<file path="src/rtl/pipe_div_pkg.sv">
// Shared defaults for the pipelined-divider flow-control shell.
// Contents: default widths, divider latency, FIFO depth, and the fill bits
// used to build the divide-by-zero result (quotient all ones, remainder zero).
package pipe_div_pkg;

   localparam int unsigned DEND_W_DEF = 16;
   localparam int unsigned SOR_W_DEF  = 10;
   localparam int unsigned LAT_DEF    = 16;
   localparam int unsigned DEPTH_DEF  = 32;

   // Replicated to the parameterised width at the point of use.
   localparam logic DBZ_Q_FILL = 1'b1;
   localparam logic DBZ_R_FILL = 1'b0;

endpackage

</file>
<file path="src/rtl/pipe_div_fifo.sv">
// Synchronous show-ahead FIFO for divider results.
// Ports:
//   clk, rst          clock, synchronous active-high reset
//   push, push_data   write request and payload (ignored when full without a pop)
//   pop               consumer pop (ignored when empty)
//   head_valid        FIFO not empty
//   head_data         head entry, zero when empty
//   count             current occupancy, 0..DEPTH
module pipe_div_fifo #(
   parameter int unsigned W     = 8,
   parameter int unsigned DEPTH = 32
) (
   input  logic                         clk,
   input  logic                         rst,
   input  logic                         push,
   input  logic [W-1:0]                 push_data,
   input  logic                         pop,
   output logic                         head_valid,
   output logic [W-1:0]                 head_data,
   output logic [$clog2(DEPTH+1)-1:0]   count
);

   localparam int unsigned AW = $clog2(DEPTH);
   localparam int unsigned CW = $clog2(DEPTH+1);

   logic [W-1:0] mem [DEPTH];
   logic [AW:0]  wr_ptr;
   logic [AW:0]  rd_ptr;
   logic         empty;
   logic         full;
   logic         do_push;
   logic         do_pop;

   // Pointers carry one extra wrap bit, so the difference is the occupancy.
   assign count   = CW'(wr_ptr - rd_ptr);
   assign empty   = (count == '0);
   assign full    = (count == CW'(DEPTH));
   assign do_pop  = pop & ~empty;
   // A pop in the same cycle frees the slot, so push-at-full is legal then.
   assign do_push = push & (~full | do_pop);

   assign head_valid = ~empty;
   // Masked so stale storage is never presented after a reset.
   assign head_data  = empty ? '0 : mem[rd_ptr[AW-1:0]];

   // Pointer update.
   always_ff @(posedge clk) begin
      if (rst) begin
         wr_ptr <= '0;
         rd_ptr <= '0;
      end else begin
         if (do_push) wr_ptr <= wr_ptr + (AW+1)'(1);
         if (do_pop)  rd_ptr <= rd_ptr + (AW+1)'(1);
      end
   end

   // Storage; needs no reset because the empty mask hides its contents.
   always_ff @(posedge clk) begin
      if (do_push) mem[wr_ptr[AW-1:0]] <= push_data;
   end

endmodule

</file>
<file path="src/rtl/pipe_div_obuf.sv">
// Flow-control shell around a non-stallable pipelined unsigned divider.
// Requests are issued straight into the divider under a credit limit that
// reserves an output-FIFO slot for every in-flight operation; results are
// captured into a show-ahead FIFO with a divide-by-zero tag.
// Ports:
//   clk, rst                       clock, synchronous active-high reset
//   req_valid/req_ready            request handshake
//   req_dividend, req_divisor      request operands
//   div_valid_o, div_dividend_o,
//   div_divisor_o                  issue side to the divider
//   div_valid_i, div_quotient_i,
//   div_remainder_i                result side from the divider
//   res_valid/res_ready            result handshake (FIFO head)
//   res_quotient, res_remainder,
//   res_dbz                        result payload
//   ovf_err                        sticky: result arrived with FIFO full
module pipe_div_obuf
   import pipe_div_pkg::*;
#(
   parameter int unsigned DEND_W = DEND_W_DEF,
   parameter int unsigned SOR_W  = SOR_W_DEF,
   parameter int unsigned LAT    = LAT_DEF,
   parameter int unsigned DEPTH  = DEPTH_DEF
) (
   input  logic              clk,
   input  logic              rst,
   input  logic              req_valid,
   output logic              req_ready,
   input  logic [DEND_W-1:0] req_dividend,
   input  logic [SOR_W-1:0]  req_divisor,
   output logic              div_valid_o,
   output logic [DEND_W-1:0] div_dividend_o,
   output logic [SOR_W-1:0]  div_divisor_o,
   input  logic              div_valid_i,
   input  logic [DEND_W-1:0] div_quotient_i,
   input  logic [SOR_W-1:0]  div_remainder_i,
   output logic              res_valid,
   input  logic              res_ready,
   output logic [DEND_W-1:0] res_quotient,
   output logic [SOR_W-1:0]  res_remainder,
   output logic              res_dbz,
   output logic              ovf_err
);

   localparam int unsigned CW = $clog2(DEPTH+1);
   localparam int unsigned SW = CW + 1;
   localparam int unsigned RW = DEND_W + SOR_W + 1;

   if ((DEPTH < 2) || ((DEPTH & (DEPTH - 1)) != 0) || (LAT < 1)) begin : g_bad_param
      $error("pipe_div_obuf: DEPTH must be a power of two >= 2 and LAT >= 1");
   end

   logic [CW-1:0]     inflight;
   logic [CW-1:0]     count;
   logic [SW-1:0]     credit_used;
   logic              issue;
   logic              issue_dbz;
   logic [LAT-1:0]    dbz_pipe;
   logic              cap_dbz;
   logic [DEND_W-1:0] cap_q;
   logic [SOR_W-1:0]  cap_r;
   logic [RW-1:0]     head_data;
   logic              pop;

   // Credit check uses registered counts only; a pop returns credit next cycle.
   assign credit_used = SW'(inflight) + SW'(count);
   assign req_ready   = ~rst & (credit_used < SW'(DEPTH));
   assign issue       = req_valid & req_ready;

   assign div_valid_o    = issue;
   assign div_dividend_o = req_dividend;
   assign div_divisor_o  = req_divisor;

   assign issue_dbz = issue & (req_divisor == '0);

   // Divide-by-zero tag travels in lockstep with the divider pipeline.
   always_ff @(posedge clk) begin
      if (rst) dbz_pipe <= '0;
      else     dbz_pipe <= LAT'({dbz_pipe, issue_dbz});
   end

   assign cap_dbz = dbz_pipe[LAT-1];
   assign cap_q   = cap_dbz ? {DEND_W{DBZ_Q_FILL}} : div_quotient_i;
   assign cap_r   = cap_dbz ? {SOR_W{DBZ_R_FILL}}  : div_remainder_i;

   // Operations issued but not yet returned by the divider.
   always_ff @(posedge clk) begin
      if (rst) begin
         inflight <= '0;
      end else begin
         case ({issue, div_valid_i})
            2'b10:   inflight <= inflight + CW'(1);
            2'b01:   inflight <= inflight - CW'(1);
            default: inflight <= inflight;
         endcase
      end
   end

   assign pop = res_valid & res_ready;

   pipe_div_fifo #(
      .W     (RW),
      .DEPTH (DEPTH)
   ) u_fifo (
      .clk        (clk),
      .rst        (rst),
      .push       (div_valid_i),
      .push_data  ({cap_q, cap_r, cap_dbz}),
      .pop        (res_ready),
      .head_valid (res_valid),
      .head_data  (head_data),
      .count      (count)
   );

   assign {res_quotient, res_remainder, res_dbz} = head_data;

   // Sticky overflow flag; the credit scheme should keep this at zero.
   always_ff @(posedge clk) begin
      if (rst) ovf_err <= 1'b0;
      else if (div_valid_i && (count == CW'(DEPTH)) && !pop) ovf_err <= 1'b1;
   end

endmodule

</file>
<file path="config.mk">
export PLATFORM = sky130hd
export DESIGN_NAME = pipe_div_obuf
export DESIGN_NICKNAME = d
export VERILOG_FILES = /design/src/rtl/pipe_div_pkg.sv /design/src/rtl/pipe_div_fifo.sv /design/src/rtl/pipe_div_obuf.sv
export SDC_FILE = /design/constraint.sdc
export NUM_CORES = 1
export LEC_CHECK = 0
export CAP_MARGIN = 40
export CORE_MARGIN = 1
export CORE_UTILIZATION = 57
export DETAILED_ROUTE_END_ITERATION = 7
export PLACE_DENSITY_LB_ADDON = 0.25
export SETUP_SLACK_MARGIN = 0.5
export SLEW_MARGIN = 20
export SYNTH_ARGS = -nofsm -noshare
export SYNTH_HDL_FRONTEND = slang
export SYNTH_SLANG_ARGS = --single-unit
</file>
<file path="constraint.sdc">
create_clock -name clk -period 12.3 [get_ports clk]
set_input_delay 1.23 -clock clk [delete_from_list [all_inputs] [get_ports clk]]
set_output_delay 1.23 -clock clk [all_outputs]
set_load 0.005 [all_outputs]
</file>
==> qor.yml, run 1 <==
synthesis:
  synthAdderAreaFrac: 0.00815
  ys.warnings.count: 0
  avgSynthCellArea_sq_um: 21.4
  synth_top_area_share: 0.728
  ys_seq_area_frac: 0.751
  yosys-top-cells-area: "edfxtp_1 (73%), mux4_2 (15%), dfxtp_1 (2.2%)"
  synth-main-ff-cell: "edfxtp_1"
  yosys.area_share.simple: 0.0314
  syn_area_sq_um: 35600
  ys_ff_latch: 904
  synthCells: 1666
  synth_compound_area_frac: 0.0223
  synth_xor_xnor_area_share: 0.00242
  synth_edf_count: 864
  synthDistinctLibCells: 51
  postSynth.asyncResetShare: 0
  synthMuxAreaShare: 0.165
  synth_nets: 1745
  synth_top_family_by_area: "multiplexers"
  synth_top_area_cell: "edfxtp_1"
floorplanning:
  fp.dieH_um: 252
  die_width_um: 252
  dieArea_sq_um: 63500
  num_io_pins: 114
  rows: 91
  start_util: 0.577
  fp.coreArea_sq_um: 61700
grt:
  grt_max_degree: 174
  antenna_found_initial: 1
  grtUsageTotal: 0.267
  grt_pass1_vias: 17600
  grt_pass1_wl_um: 119000
  grt_overflow: 0
finish:
  fill_cells: 4011
  fin_nets: 1855
  area_growth_pct: 12.9
  stdcell_count: 2682
  final_area_sq_um: 40200
  diodes: 0
  final_common_cell: "edfxtp_1"
  final_cell_mix: "edfxtp_1 (864), mux4_2 (243), clkbuf_16 (92), clkdlybuf4s50_1 (81), nor2_1 (57)"
  layout-drive-gt1-share: 0.262
worst_setup_path:
  cp_slowest_cell: "dfxtp_4"
  worst_setup_path_end_kind: "output port"
  path_buf_inv: 4
  cp-start-kind: "flip-flop"
  r2r_start: "u_fifo.wr_ptr[4]"
  cp.required_ps: 11070
  r2r_cells: 17
  arrival_ps: 4660
  crit_chain: "buf_4, buf_16, buf_4, mux4_2, nor2b_1, a211oi_1, a211oi_1, a21oi_1, nor2_1, clkdlybuf4s50_1"
  worstSetupPathType: "flip-flop to output port"
  r2r-end: "inflight[5]"
  slowest_delay_ps: 680
  critPathMaxFanout: 35
  r2r_slack_ps: 7700
  critPathTopFamily: "buffers and inverters"
cts:
  clk_pin_slew_ps: 60
  cts-hold-fix-buffers: 0
  cts_sinks: 904
  numCtsBuffers: 88
  clk-insertion-delay-late_ps: 640
  clk_path_buf_depth: 3
  htreeDepth: 3
  postCtsResizedCells: 0
  cts_tree: "yes"
  root_buffer: "clkbuf_16"
  post_cts_buffers: 0
timing:
  setup_viol: 0
  rsz0062_at_grt: "false"
  setup_tns_ps: 0
  finalHoldViolations: 0
  worst_slack_ps: 6410
  fmax_mhz: 170
  finalCriticalPeriod_ps: 5890
  drv_slew: 0
  fin_crit_sh: 0.479
  tightest_slew_ps: 1150
  timing.hold.ws_ps: 437
  fin_worst_skew_ps: 21.3
  slew_headroom: 0.231
run:
  cap_violations: 0
route:
  vias: 17300
  wl_um: 82400
  ant_nets: 0
  drt_iter0_drc: 2493
  vias_per_cell: 6.45
  avgRoutedWirePerCell_um: 30.7
  firstDrtPassIters: 7
  drc_errors: 0
status:
  status: "finished clean"
place:
  place_ws_ps: 6960
  dp_cells: 2522
  port_buffers: 81
  gp_congestion: 0.767
  place_hpwl_um: 42400
  dpl_cell_area_sq_um: 37500
pwr:
  p_leak_nw: 12.5
  p_per_area_nw_per_um2: 189
  vdd_drop_max_mv: 0.128
worst_hold_path:
  hold_depth: 1
  hold_end: "dbz_pipe[2]"
  min_path_type: "flip-flop to flip-flop"
  hold_start: "dbz_pipe[1]"
[where the power goes]
part / total, mW / switching (mW) / internal (mW)
registers: 3.48 / 0.0607 / 3.42
logic: 1.53 / 0.721 / 0.804
clock network: 2.58 / 1.11 / 1.47
[synthesized netlist by cell type, types with 20 or more instances]
| master | count |
|---|---|
| edfxtp_1 | 864 |
| mux4_2 | 243 |
| buf_4 | 32 |
| nor2_1 | 57 |
| and3_1 | 33 |
| a211oi_1 | 56 |
| a21oi_1 | 37 |
| nor2b_1 | 58 |
| buf_2 | 27 |
| mux2i_1 | 30 |
| clkbuf_1 | 40 |
| ha_1 | 20 |
| dfxtp_1 | 40 |
[worst register-to-register path: stages (launching register included)]
cell and delay, ps:
dfxtp_1 580, ha_1 380, and2_1 190, o21a_1 160, a31oi_1 110, and2_1 310, inv_2 150, ha_1 300
nor4_1 320, nand3_1 200, ha_1 330, ha_1 300, a21o_1 170, a21o_1 200, a2111oi_0 440, a311oi_1 120
xor2_1 150, nor2_1 50
[cell families after synthesis]
logic type,count (synthesis)
flip-flops,904
multiplexers,283
AND/OR/NAND/NOR,198
buffers and inverters,134
AO/OA/AOI/OAI,116
adder cells (fa/ha/maj),22
XOR/XNOR,9
[flip-flops by register name, indices dropped and copies added, names as in the netlist, named ones only]
name,cells
ovf_err,1
inflight,6
u_fifo.wr_ptr,6
u_fifo.mem,864
u_fifo.rd_ptr,6
dbz_pipe,16
[layout make-up]
class	count	area [sq um]	share of cell area
clock inverters	47	354	0.00880
well taps	837	1050	0.0260
repair buffers	139	1380	0.0342
multi-input cells	628	8230	0.205
inverters	15	56.3	0.00140
clock buffers	112	2390	0.0594
flip-flops and latches	904	26800	0.665
[metrics by stage]
stage          power (mW)  utilization
2_1_floorplan        4.59            -
3_3_place_gp         5.01        0.604
3_5_place_dp         5.07        0.607
4_1_cts              7.62        0.651
5_1_grt              7.84        0.652
6_report             7.58        0.652
[per-layer routing]
layer  wire length, um  vias to the layer above  share of wire  global-route usage
li1                  -                     7112              -                   -
met2             38700                      912           0.47               0.402
met3              8290                      115           0.10              0.0567
met4              2100                        2          0.025              0.0805
met5                12                        -        0.00015                   0
met1             33300                     9164           0.40               0.398
[how the worst max path moves through the flow]
stage | from | endpoint | slack [ps] | cells past startpoint
2_1_floorplan | u_fifo.rd_ptr[4] | inflight[5] | 8380 | 19
3_3_place_gp | flip-flop | res_quotient[3] | 6180 | 9
3_5_place_dp | flip-flop | res_quotient[3] | 6960 | 8
4_1_cts | flip-flop | res_quotient[3] | 6290 | 8
5_1_grt | flip-flop | res_quotient[3] | 6090 | 10
6_report | flip-flop | res_quotient[2] | 6410 | 10
No activity file was read; power rests on OpenSTA's default activity.
==> inputs of run 2 (changes only) <==
==> constraint.sdc (replaced) <==
create_clock -name clk -period 6.1 [get_ports clk]
set_input_delay 0.61 -clock clk [delete_from_list [all_inputs] [get_ports clk]]
set_output_delay 0.61 -clock clk [all_outputs]
set_load 0.005 [all_outputs]
==> qor.yml, run 2 (synthesized netlist as in run 1, its figures left out) <==
route:
  ant_nets: 0
  wl_um: 82400
  avgRoutedWirePerCell_um: 30.5
  drc_errors: 0
  top_layer: "met4"
  vias: 17600
  drt_iter0_drc: 2113
  firstDrtPassIters: 5
  met2WireLength_um: 39300
  dr_wl_met3_um: 6720
  m1WireLength_um: 34400
  vias_per_cell: 6.50
cts:
  htreeDepth: 3
  post_cts_buffers: 0
  cts_sinks: 904
  cts_tree: "yes"
  postCtsResizedCells: 0
  clk_path_buf_depth: 3
  numCtsBuffers: 89
  clk-insertion-delay-late_ps: 630
  clk_pin_slew_ps: 60
  cts-hold-fix-buffers: 0
  root_buffer: "clkbuf_16"
pwr:
  p_per_area_nw_per_um2: 381
  p_leak_nw: 12.8
  power_mw: 15.5
  vdd_drop_max_mv: 0.234
floorplanning:
  dieArea_sq_um: 63500
  fp.dieH_um: 252
  die_width_um: 252
  fp.coreArea_sq_um: 61700
  num_io_pins: 114
  start_util: 0.577
  rows: 91
finish:
  final_common_cell: "edfxtp_1"
  layout-drive-gt1-share: 0.273
  largest_reg_flops: 864
  fin_nets: 1871
  multi_input_area_sq_um: 8230
  area_growth_pct: 14.6
  diodes: 0
  final_cell_mix: "edfxtp_1 (864), mux4_2 (243), clkbuf_16 (95), clkdlybuf4s50_1 (81), nor2_1 (57)"
  regArea_sq_um: 26800
  fin_util: 0.661
  fill_cells: 3872
  final_area_sq_um: 40800
grt:
  grt_pass1_vias: 17900
  grt_overflow: 0
  antenna_found_initial: 0
  grt_pass1_wl_um: 120000
  grt_max_degree: 55
  grtUsageTotal: 0.267
worst_setup_path:
  arrival_ps: 4080
  worst_setup_path_end_kind: "output port"
  cp-start-kind: "flip-flop"
  worstSetupPathType: "flip-flop to output port"
  cp.required_ps: 5490
  critPathMaxFanout: 15
place:
  port_buffers: 81
  dpl_cell_area_sq_um: 37800
  gp_congestion: 0.784
  place_hpwl_um: 46100
run:
  cap_violations: 0
timing:
  setup_viol: 0
  finalCriticalPeriod_ps: 4690
  setup_tns_ps: 0
  fmax_mhz: 213
  rsz0062_at_grt: "false"
  finalHoldViolations: 0
  fin_crit_sh: 0.768
  tightest_slew_ps: 873
  slew_headroom: 0.418
  fin_worst_skew_ps: 20.2
  timing.hold.ws_ps: 435
  drv_slew: 0
status:
  status: "finished clean"
worst_hold_path:
  min_path_type: "flip-flop to flip-flop"
-- run 2: changes by cell type in the layout (fill, tap and decap cells not counted), sizes merged --
cell      previous run  this run
clkbuf             112       123
clkinv              40        31
inv                 16        17
bufinv               5         6
clkinvlp             1         4
buf                 58        73
-- run 2: final timing paths --
check | from | endpoint | slack [ps] | cells past startpoint
max reg2reg | u_fifo.wr_ptr[4] | inflight[5] | 1530 | 17
max | u_fifo.wr_ptr[0] | res_quotient[7] | 1410 | 12
min | dbz_pipe[8] | dbz_pipe[9] | 440 | 1
min reg2reg | dbz_pipe[8] | dbz_pipe[9] | 440 | 1
-- run 2: area by class of cell --
class,instances,share of cell area
multi-input combinational,628,0.202
clock inverter,43,0.00907
tap,837,0.0257
clock buffer,123,0.0618
timing repair buffer,154,0.0448
sequential,904,0.656
inverter,15,0.00138
-- run 2: metal layers --
layer | up-vias | global-route usage
met2 | 885 | 0.404
met5 | - | 0
met4 | 0 | 0.0939
met3 | 130 | 0.0431
met1 | 9408 | 0.400
li1 | 7143 | -
-- run 2: metrics by stage --
stage | setup slack, ps | cells
2_1_floorplan | 2180 | 1666
3_3_place_gp | 1670 | 2514
3_5_place_dp | 1550 | 2533
4_1_cts | 1190 | 2699
5_1_grt | 1040 | 2704
6_report | 1410 | 2704
-- run 2: where the power goes --
part / switching (mW) / total, mW / leakage [nW] / internal [mW]
clock: 2.27 / 5.42 / 1.41 / 3.15
sequential: 0.107 / 7.00 / 8.09 / 6.89
combinational: 1.46 / 3.12 / 3.28 / 1.66
-- run 2: worst max-delay path: stages, from the launching register on --
cell and delay (ps):
dfxtp_1 370, inv_1 150, ha_1 180, inv_1 50, fa_1 400, a21o_1 190
a21oi_2 180, xnor2_2 150, nor4_4 460, and2_2 520, buf_16 230, nor2_1 70
clkdlybuf4s50_1 480
